## config.mk

```make
export PLATFORM = sky130hd
export DESIGN_NAME = channel_normalizer
export DESIGN_NICKNAME = d
export VERILOG_FILES = /design/src/rtl/channel_normalizer.sv
export SDC_FILE = /design/constraint.sdc
export NUM_CORES = 1
export LEC_CHECK = 0
export CORE_MARGIN = 2
export CORE_UTILIZATION = 62
export CTS_BUF_LIST = sky130_fd_sc_hd__clkbuf_4
export CTS_CLUSTER_DIAMETER = 30
export DETAILED_ROUTE_END_ITERATION = 10
export HOLD_SLACK_MARGIN = 0.15
export PLACE_DENSITY = 0.92
export SKIP_CTS_REPAIR_TIMING = 1
export SLEW_MARGIN = 20
export SYNTH_ARGS = -nofsm -noshare
export SYNTH_HDL_FRONTEND = slang
export SYNTH_SLANG_ARGS = --single-unit
```

## constraint.sdc

```tcl
create_clock -name clk -period 7.3 [get_ports clk]
set_input_delay 1.825 -clock clk [delete_from_list [all_inputs] [get_ports clk]]
set_output_delay 1.825 -clock clk [all_outputs]
set_load 0.005 [all_outputs]
```

## src/rtl/channel_normalizer.sv

```systemverilog
// Multi-channel pixel normaliser: out = sat(round(((pixel - mean[ch]) * scale[ch]) >> FRAC)).
// Three-stage valid/ready pipeline with double-buffered (shadow/active) per-channel coefficients.
module channel_normalizer #(
    parameter int IN_W   = 8,
    parameter int OUT_W  = 16,
    parameter int COEF_W = 16,
    parameter int FRAC   = 8,
    parameter int NUM_CH = 3,
    localparam int CH_W  = (NUM_CH > 1) ? $clog2(NUM_CH) : 1
) (
    input  logic                     clk,
    input  logic                     rst_n,
    input  logic                     in_valid,
    output logic                     in_ready,
    input  logic                     in_sof,
    input  logic [IN_W-1:0]          in_pixel,
    output logic                     out_valid,
    input  logic                     out_ready,
    output logic signed [OUT_W-1:0]  out_pixel,
    output logic [CH_W-1:0]          out_ch,
    output logic                     out_sat,
    input  logic                     cfg_we,
    input  logic [CH_W-1:0]          cfg_ch,
    input  logic [IN_W-1:0]          cfg_mean,
    input  logic signed [COEF_W-1:0] cfg_scale,
    input  logic                     cfg_commit
);

    localparam int PROD_W = IN_W + 1 + COEF_W;
    // Wide enough to hold the rounded product and both saturation limits without overflow.
    localparam int CMP_W  = (PROD_W + 1 > OUT_W + 1) ? PROD_W + 1 : OUT_W + 1;

    localparam logic signed [COEF_W-1:0] UNITY   = COEF_W'(1) << FRAC;
    localparam logic signed [CMP_W-1:0]  ROUND   = CMP_W'(1) << (FRAC - 1);
    localparam logic signed [CMP_W-1:0]  MAX_V   = {{(CMP_W-OUT_W+1){1'b0}}, {(OUT_W-1){1'b1}}};
    localparam logic signed [CMP_W-1:0]  MIN_V   = {{(CMP_W-OUT_W+1){1'b1}}, {(OUT_W-1){1'b0}}};
    localparam logic [CH_W-1:0]          LAST_CH = CH_W'(NUM_CH - 1);

    logic                     en;
    logic                     accept;
    logic [CH_W-1:0]          ch_cnt_reg;
    logic [CH_W-1:0]          ch_sel;
    logic [CH_W-1:0]          ch_next;
    logic signed [IN_W:0]     diff_next;

    logic [IN_W-1:0]          act_mean  [NUM_CH];
    logic signed [COEF_W-1:0] act_scale [NUM_CH];

    logic                     s1_valid_reg;
    logic signed [IN_W:0]     s1_diff_reg;
    logic signed [COEF_W-1:0] s1_scale_reg;
    logic [CH_W-1:0]          s1_ch_reg;

    logic                     s2_valid_reg;
    logic signed [PROD_W-1:0] s2_prod_reg;
    logic [CH_W-1:0]          s2_ch_reg;

    logic signed [CMP_W-1:0]  round_sum;
    logic signed [CMP_W-1:0]  round_res;
    logic signed [OUT_W-1:0]  pixel_next;
    logic                     sat_next;

    logic                     out_valid_reg;
    logic signed [OUT_W-1:0]  out_pixel_reg;
    logic [CH_W-1:0]          out_ch_reg;
    logic                     out_sat_reg;

    // The whole pipeline moves in lock step: it stalls only when the output is held.
    assign en        = out_ready | ~out_valid_reg;
    assign in_ready  = en;
    assign accept    = in_valid & en;

    assign out_valid = out_valid_reg;
    assign out_pixel = out_pixel_reg;
    assign out_ch    = out_ch_reg;
    assign out_sat   = out_sat_reg;

    // Per-channel coefficient storage: shadow is written by software, active feeds the datapath.
    generate
        for (genvar gi = 0; gi < NUM_CH; gi++) begin : g_coef
            logic [IN_W-1:0]          sh_mean_reg;
            logic signed [COEF_W-1:0] sh_scale_reg;
            logic [IN_W-1:0]          act_mean_reg;
            logic signed [COEF_W-1:0] act_scale_reg;

            always_ff @(posedge clk or negedge rst_n) begin
                if (!rst_n) begin
                    sh_mean_reg   <= '0;
                    sh_scale_reg  <= UNITY;
                    act_mean_reg  <= '0;
                    act_scale_reg <= UNITY;
                end else begin
                    if (cfg_commit) begin
                        act_mean_reg  <= sh_mean_reg;
                        act_scale_reg <= sh_scale_reg;
                    end
                    if (cfg_we && (cfg_ch == CH_W'(gi))) begin
                        sh_mean_reg  <= cfg_mean;
                        sh_scale_reg <= cfg_scale;
                    end
                end
            end

            assign act_mean[gi]  = act_mean_reg;
            assign act_scale[gi] = act_scale_reg;
        end
    endgenerate

    assign ch_sel    = in_sof ? '0 : ch_cnt_reg;
    assign ch_next   = (ch_sel == LAST_CH) ? '0 : ch_sel + 1'b1;
    assign diff_next = {1'b0, in_pixel} - {1'b0, act_mean[ch_sel]};

    always_ff @(posedge clk or negedge rst_n) begin
        if (!rst_n) begin
            ch_cnt_reg <= '0;
        end else if (accept) begin
            ch_cnt_reg <= ch_next;
        end
    end

    // Stage 1: subtract the mean and bind the coefficients in force at accept time.
    always_ff @(posedge clk or negedge rst_n) begin
        if (!rst_n) begin
            s1_valid_reg <= 1'b0;
            s1_diff_reg  <= '0;
            s1_scale_reg <= '0;
            s1_ch_reg    <= '0;
        end else if (en) begin
            s1_valid_reg <= in_valid;
            if (in_valid) begin
                s1_diff_reg  <= diff_next;
                s1_scale_reg <= act_scale[ch_sel];
                s1_ch_reg    <= ch_sel;
            end
        end
    end

    // Stage 2: full-precision signed product.
    always_ff @(posedge clk or negedge rst_n) begin
        if (!rst_n) begin
            s2_valid_reg <= 1'b0;
            s2_prod_reg  <= '0;
            s2_ch_reg    <= '0;
        end else if (en) begin
            s2_valid_reg <= s1_valid_reg;
            if (s1_valid_reg) begin
                s2_prod_reg <= s1_diff_reg * s1_scale_reg;
                s2_ch_reg   <= s1_ch_reg;
            end
        end
    end

    // Stage 3: round half toward +inf, then clamp to the signed output range.
    assign round_sum = CMP_W'(s2_prod_reg) + ROUND;
    assign round_res = round_sum >>> FRAC;

    always_comb begin
        pixel_next = round_res[OUT_W-1:0];
        sat_next   = 1'b0;
        if (round_res > MAX_V) begin
            pixel_next = MAX_V[OUT_W-1:0];
            sat_next   = 1'b1;
        end else if (round_res < MIN_V) begin
            pixel_next = MIN_V[OUT_W-1:0];
            sat_next   = 1'b1;
        end
    end

    always_ff @(posedge clk or negedge rst_n) begin
        if (!rst_n) begin
            out_valid_reg <= 1'b0;
            out_pixel_reg <= '0;
            out_ch_reg    <= '0;
            out_sat_reg   <= 1'b0;
        end else if (en) begin
            out_valid_reg <= s2_valid_reg;
            if (s2_valid_reg) begin
                out_pixel_reg <= pixel_next;
                out_ch_reg    <= s2_ch_reg;
                out_sat_reg   <= sat_next;
            end
        end
    end

endmodule

```

==> impl_metrics.env, run 1 <==
export IMPL_outcome="finished, final reports clean"
export IMPL_grt_pass1_vias=10830
export IMPL_fin_tns_setup_ps=0
export IMPL_yosys_warnings=0
export IMPL_placed_area_um2=14820
export IMPL_r2r_cells=14
export IMPL_finalClockSkew_ps=36.33
export IMPL_fin_crit_ps=5464
export IMPL_clk_pin_slew_worst_paths_ps=60
export IMPL_core_area_um2=22430
export IMPL_htree_levels=2
export IMPL_synth_edff_count=0
export IMPL_ys_seq_area_share_pct=38.45
export IMPL_ant_nets=0
export IMPL_cp_arrival_ps=6040
export IMPL_rows=55
export IMPL_timing_rr_start="s1_diff_reg[8]"
export IMPL_syn_instance_count=1270
export IMPL_drt_total_wl_um=31850
export IMPL_rsz0062_at_grt="false"
export IMPL_final_cell_mix="209 x dfrtp_1, 149 x mux2_2, 140 x nand2_1"
export IMPL_start_util_pct=62.46
export IMPL_fin_crit_sh_pct=74.86
export IMPL_synthArstFlopShare_pct=100.0
export IMPL_worst_path_max_fanout=18
export IMPL_preCtsSetupSlack_ps=1899
export IMPL_grt_remaining_overflow=0
export IMPL_critPathKind="register to register"
export IMPL_setup_ws_ps=1836
export IMPL_hold_start="out_pixel[2]"
export IMPL_start_kind="register"
export IMPL_layout_drive_gt1_share_pct=20.42
export IMPL_port_buffers=61
export IMPL_antenna_found_initial=1
export IMPL_die_area_um2=23820
export IMPL_end_kind="register"
export IMPL_final_common_cell="dfrtp_1"
export IMPL_worstHoldPathCells=2
export IMPL_fin_nets=1550
export IMPL_multi_input_area_um2=8003
export IMPL_finalSetupViolations=0
export IMPL_cts_buffers=57
export IMPL_syn_to_final_growth_pct=10.83
export IMPL_vias=9924
export IMPL_rr_endpoint="s2_prod_reg[22]"
export IMPL_synth_ff_type="dfrtp_1"
export IMPL_ios=62
export IMPL_dpl_hpwl_um=22330
export IMPL_setup_worst_path_start="s1_diff_reg[8]"
export IMPL_clockBufferDepth=3
export IMPL_die_h_um=154.3
export IMPL_relSlewSlack_pct=22.93
export IMPL_drt_iter0_drc=692
export IMPL_syn_nets=1486
export IMPL_syn_area_um2=14010
export IMPL_drt_pass1_iterations=8
export IMPL_finalMaxSlewViolations=0
export IMPL_grt_max_degree=100
export IMPL_gp_congestion=0.9166
export IMPL_whs_ps=475.7
export IMPL_ys_types=60
export IMPL_avgSynthCellArea_um2=11.03
export IMPL_worst_pin_slew_ps=1154
export IMPL_cap_violations=0
export IMPL_clock_fmax_ghz=0.1830
export IMPL_finalHoldViolations=0
export IMPL_grt_total_usage_pct=27.46
export IMPL_drc=0
export IMPL_final_area_um2=15530
export IMPL_grt_pass1_wl_um=52210
export IMPL_n_fill_cell=1438
export IMPL_clk_latency_ps=680
export IMPL_min_to="out_pixel[2]"
export IMPL_register_area_um2=5388
export IMPL_required_ps=7870
export IMPL_ys_ff_latch=215
export IMPL_wl_per_cell_um=19.21
export IMPL_avgViaCountPerCell=5.986
export IMPL_die_w_um=154.3
export IMPL_clock_sinks=215
export IMPL_cts_tree="built"
export IMPL_cts_root_buf="clkbuf_4"
export IMPL_rrSetupSlack_ps=1840
export IMPL_hold_class="register to register"
==> Yosys cell counts (2+ instances only) <==
cell / number / area share, %
buf_2: 2 / 0.071
o21bai_1: 2 / 0.11
nor2b_1: 41 / 1.8
nand4_1: 6 / 0.27
nor2_1: 40 / 1.1
nand2b_1: 8 / 0.36
o21ai_2: 2 / 0.13
inv_1: 98 / 2.6
o21ai_0: 68 / 2.4
a221oi_1: 23 / 1.4
xnor2_1: 33 / 2.1
or3_1: 2 / 0.089
o21ai_1: 7 / 0.25
dfstp_2: 6 / 1.1
ha_1: 56 / 5.0
a21o_1: 7 / 0.38
nor3_1: 2 / 0.071
a31oi_1: 3 / 0.13
a21oi_1: 53 / 1.9
xor2_1: 9 / 0.56
and2_1: 69 / 3.1
and4_1: 2 / 0.13
fa_1: 119 / 17
mux2_2: 149 / 12
o31ai_1: 2 / 0.11
nand3_1: 9 / 0.32
nand2_1: 141 / 3.8
mux2i_1: 2 / 0.14
o31ai_2: 2 / 0.18
dfrtp_1: 209 / 37
clkbuf_1: 65 / 1.7
nand3b_1: 2 / 0.11
buf_1: 2 / 0.054
and2b_1: 2 / 0.11
and3_1: 2 / 0.089
==> worst max-delay path: stages (launching register included) <==
cell      delay [ps]
dfrtp_1          750
nand2b_1         170
fa_1             540
fa_1             550
inv_1             60
fa_1             500
fa_1             530
fa_1             420
ha_1             330
a21oi_1          410
o211ai_4         160
nand2_4          140
o31ai_4          100
or4_1            470
a41oi_2          220
==> kinds of logic (layout without fill, tap and decap cells) <==
logic type / after synthesis / after routing / share of synthesized area [%]
multiplexers: 151 / 151 / 12.12
AO/OA/AOI/OAI: 188 / 188 / 8.662
adder cells (fa/ha/maj): 175 / 175 / 22.00
buffers and inverters: 167 / 268 / 4.491
flip-flops: 215 / 215 / 38.45
other: 0 / 2 / 0
AND/OR/NAND/NOR: 332 / 332 / 11.65
XOR/XNOR: 42 / 42 / 2.625
==> worst max-delay path by stage <==
| stage | end | slack, ps | depth (start not counted) |
|---|---|---|---|
| floorplan | s2_prod_reg[22] | 2180 | 19 |
| global placement | s1_diff_reg[7] | 2060 | 13 |
| detailed placement | s2_prod_reg[22] | 1900 | 14 |
| CTS | s2_prod_reg[22] | 1880 | 14 |
| global route | s2_prod_reg[22] | 1640 | 14 |
| finish | s2_prod_reg[22] | 1840 | 14 |
==> metal layers <==
metal	track usage (%)	routed length (um)	vias up
li1	-	-	4375
met1	32.47	11700	4962
met2	47.43	16500	471
met3	6.164	2250	116
met4	14.15	1400	0
met5	0	0	-
==> cell type report <==
cell class	count	area share, %
Clock inverter	11	0.4189
Timing Repair Buffer	74	4.552
Inverter	98	2.369
Clock buffer	85	4.109
Sequential cell	215	34.69
Antenna cell	2	0.03223
Tap cell	285	2.296
Multi-Input combinational cell	888	51.53
==> per-stage QoR <==
step                std cells  util, %
floorplan                1270        -
global placement         1560    66.06
detailed placement       1560    66.06
CTS                      1656    69.19
global route             1658    69.22
finish                   1658    69.22
Power of run 1 is left out: the tool's default activity adds up to more than one toggle a clock period on the data nets, which glitch-free logic cannot reach.
==> run 2: changes to the inputs <==
- CORE_UTILIZATION: 62 -> 57
- PLACE_DENSITY: 0.92 -> 0.9
- clock period: 7.3 -> 4.44 ns (I/O delays scaled with it)
==> run 2 against run 1 <==
The run now ends with negative setup slack left. Global-route usage down 2.9 points. Die area rose by 8.5%. Register-to-register slack lost 2200 ps. First-iteration DRC count fell by 6.1%. Core utilization decreased by 0.19 points. Count of clock-buffer cells in the layout shrank 10. Largest cell class unchanged. Highest routed layer is now met5.
==> impl_metrics.env, run 2 (synthesized netlist as in run 1, its figures left out) <==
export IMPL_finalMaxSlewViolations=0
export IMPL_worst_path_max_fanout=7
export IMPL_die_area_um2=25850
export IMPL_rsz0062_at_grt="true"
export IMPL_antenna_found_initial=1
export IMPL_drc=0
export IMPL_clk_pin_slew_worst_paths_ps=70
export IMPL_grt_pass1_wl_um=51410
export IMPL_start_util_pct=57.79
export IMPL_clock_sinks=215
export IMPL_rows=57
export IMPL_ios=62
export IMPL_outcome="finished with violations"
export IMPL_multi_input_area_um2=8438
export IMPL_htree_levels=2
export IMPL_die_w_um=160.8
export IMPL_start_kind="register"
export IMPL_fin_crit_sh_pct=108.6
export IMPL_cts_buffers=54
export IMPL_vias=10000
export IMPL_grt_pass1_vias=10750
export IMPL_syn_to_final_growth_pct=19.47
export IMPL_finalHoldViolations=0
export IMPL_relSlewSlack_pct=37.90
export IMPL_ant_nets=0
export IMPL_fin_nets=1645
export IMPL_clk_latency_ps=680
export IMPL_finalSetupViolations=15
export IMPL_cp_arrival_ps=5340
export IMPL_register_area_um2=5406
export IMPL_hold_class="register to register"
export IMPL_setup_ws_ps=-381.9
export IMPL_antenna_cells=0
export IMPL_port_buffers=61
export IMPL_critPathKind="register to register"
export IMPL_required_ps=4960
export IMPL_n_fill_cell=1625
export IMPL_violations="negative setup slack"
export IMPL_end_kind="register"
export IMPL_die_h_um=160.8
export IMPL_drt_pass1_iterations=5
export IMPL_worst_pin_slew_ps=931.5
export IMPL_layout_drive_gt1_share_pct=30.25
export IMPL_cts_root_buf="clkbuf_4"
export IMPL_wl_per_cell_um=17.53
export IMPL_clock_fmax_ghz=0.2074
export IMPL_gp_congestion=0.8544
export IMPL_finalClockSkew_ps=31.24
export IMPL_drt_total_wl_um=31290
export IMPL_fin_crit_ps=4822
export IMPL_preCtsSetupSlack_ps=-418.4
export IMPL_grt_remaining_overflow=0
export IMPL_avgViaCountPerCell=5.602
export IMPL_core_area_um2=24250
export IMPL_drt_iter0_drc=650
export IMPL_clockBufferDepth=3
export IMPL_final_cell_mix="194 x dfrtp_1, 149 x mux2_2, 133 x nand2_1"
export IMPL_dpl_hpwl_um=22390
export IMPL_cts_tree="built"
export IMPL_cap_violations=0
export IMPL_whs_ps=475.1
export IMPL_grt_max_degree=109
export IMPL_grt_total_usage_pct=24.58
export IMPL_final_common_cell="dfrtp_1"
run 2: cell count changes in the layout (fill, tap and decap cells not counted), moves of 7 or more:
cell,change
buf_6,+8
inv_1,-7
ha_1,-21
ha_4,+18
o21ai_0,-11
clkbuf_4,-10
buf_4,+87
dfrtp_1,-15
dfrtp_2,+15
nand2_1,-7
run 2: layout make-up:
| cell class | count | share of cell area (%) |
|---|---|---|
| repair buffers | 172 | 8.932 |
| clock inverters | 13 | 0.3662 |
| multi-input cells | 888 | 50.41 |
| clock buffers | 75 | 3.363 |
| well taps | 324 | 2.422 |
| inverters | 98 | 2.212 |
| flip-flops and latches | 215 | 32.30 |
run 2: metal layers:
layer	global-route usage [%]	part of all wire (%)	up-vias
li1	-	-	4545
met1	29.64	39	5014
met2	44.36	52	349
met3	4.623	5.3	90
met4	8.523	3.0	2
met5	0	0.061	-
run 2: metrics by stage:
stage | instances | TNS (ps) | util, % | cell area, um2
2_1_floorplan | 1270 | -663.5 | - | 14390
3_3_place_gp | 1689 | -3432 | 65.43 | 15870
3_5_place_dp | 1689 | -4854 | 65.43 | 15870
4_1_cts | 1777 | -5275 | 68.00 | 16490
5_1_grt | 1785 | -6088 | 69.04 | 16740
6_report | 1785 | -3756 | 69.04 | 16740
run 2: final timing paths:
path / from / end / slack (ps) / depth (start not counted)
setup / recovery: s1_diff_reg[0] / s2_prod_reg[23] / -380 / 19
hold / removal: s2_valid_reg / out_valid / 480 / 2
setup reg to reg: s1_diff_reg[0] / s2_prod_reg[23] / -380 / 19
hold reg to reg: s2_valid_reg / out_valid / 480 / 2
max in group asynchronous: rst_n / g_coef[1].sh_scale_reg[10] / 2820 / 2
min in group asynchronous: rst_n / out_ch[0] / 510 / 1
run 2: critical path: stages, from the launching register on:
cell and delay [ps]:
dfrtp_2 420, buf_4 170, nand2_1 70, fa_1 490
inv_2 40, fa_1 520, inv_1 60, fa_1 490
inv_2 40, fa_1 520, ha_4 210, ha_4 270
inv_2 40, o41a_4 380, buf_6 140, o21ai_4 220
o21ai_4 120, o31ai_2 270, xnor2_1 150, o21ai_1 70
Power of run 2 is left out for the same reason.
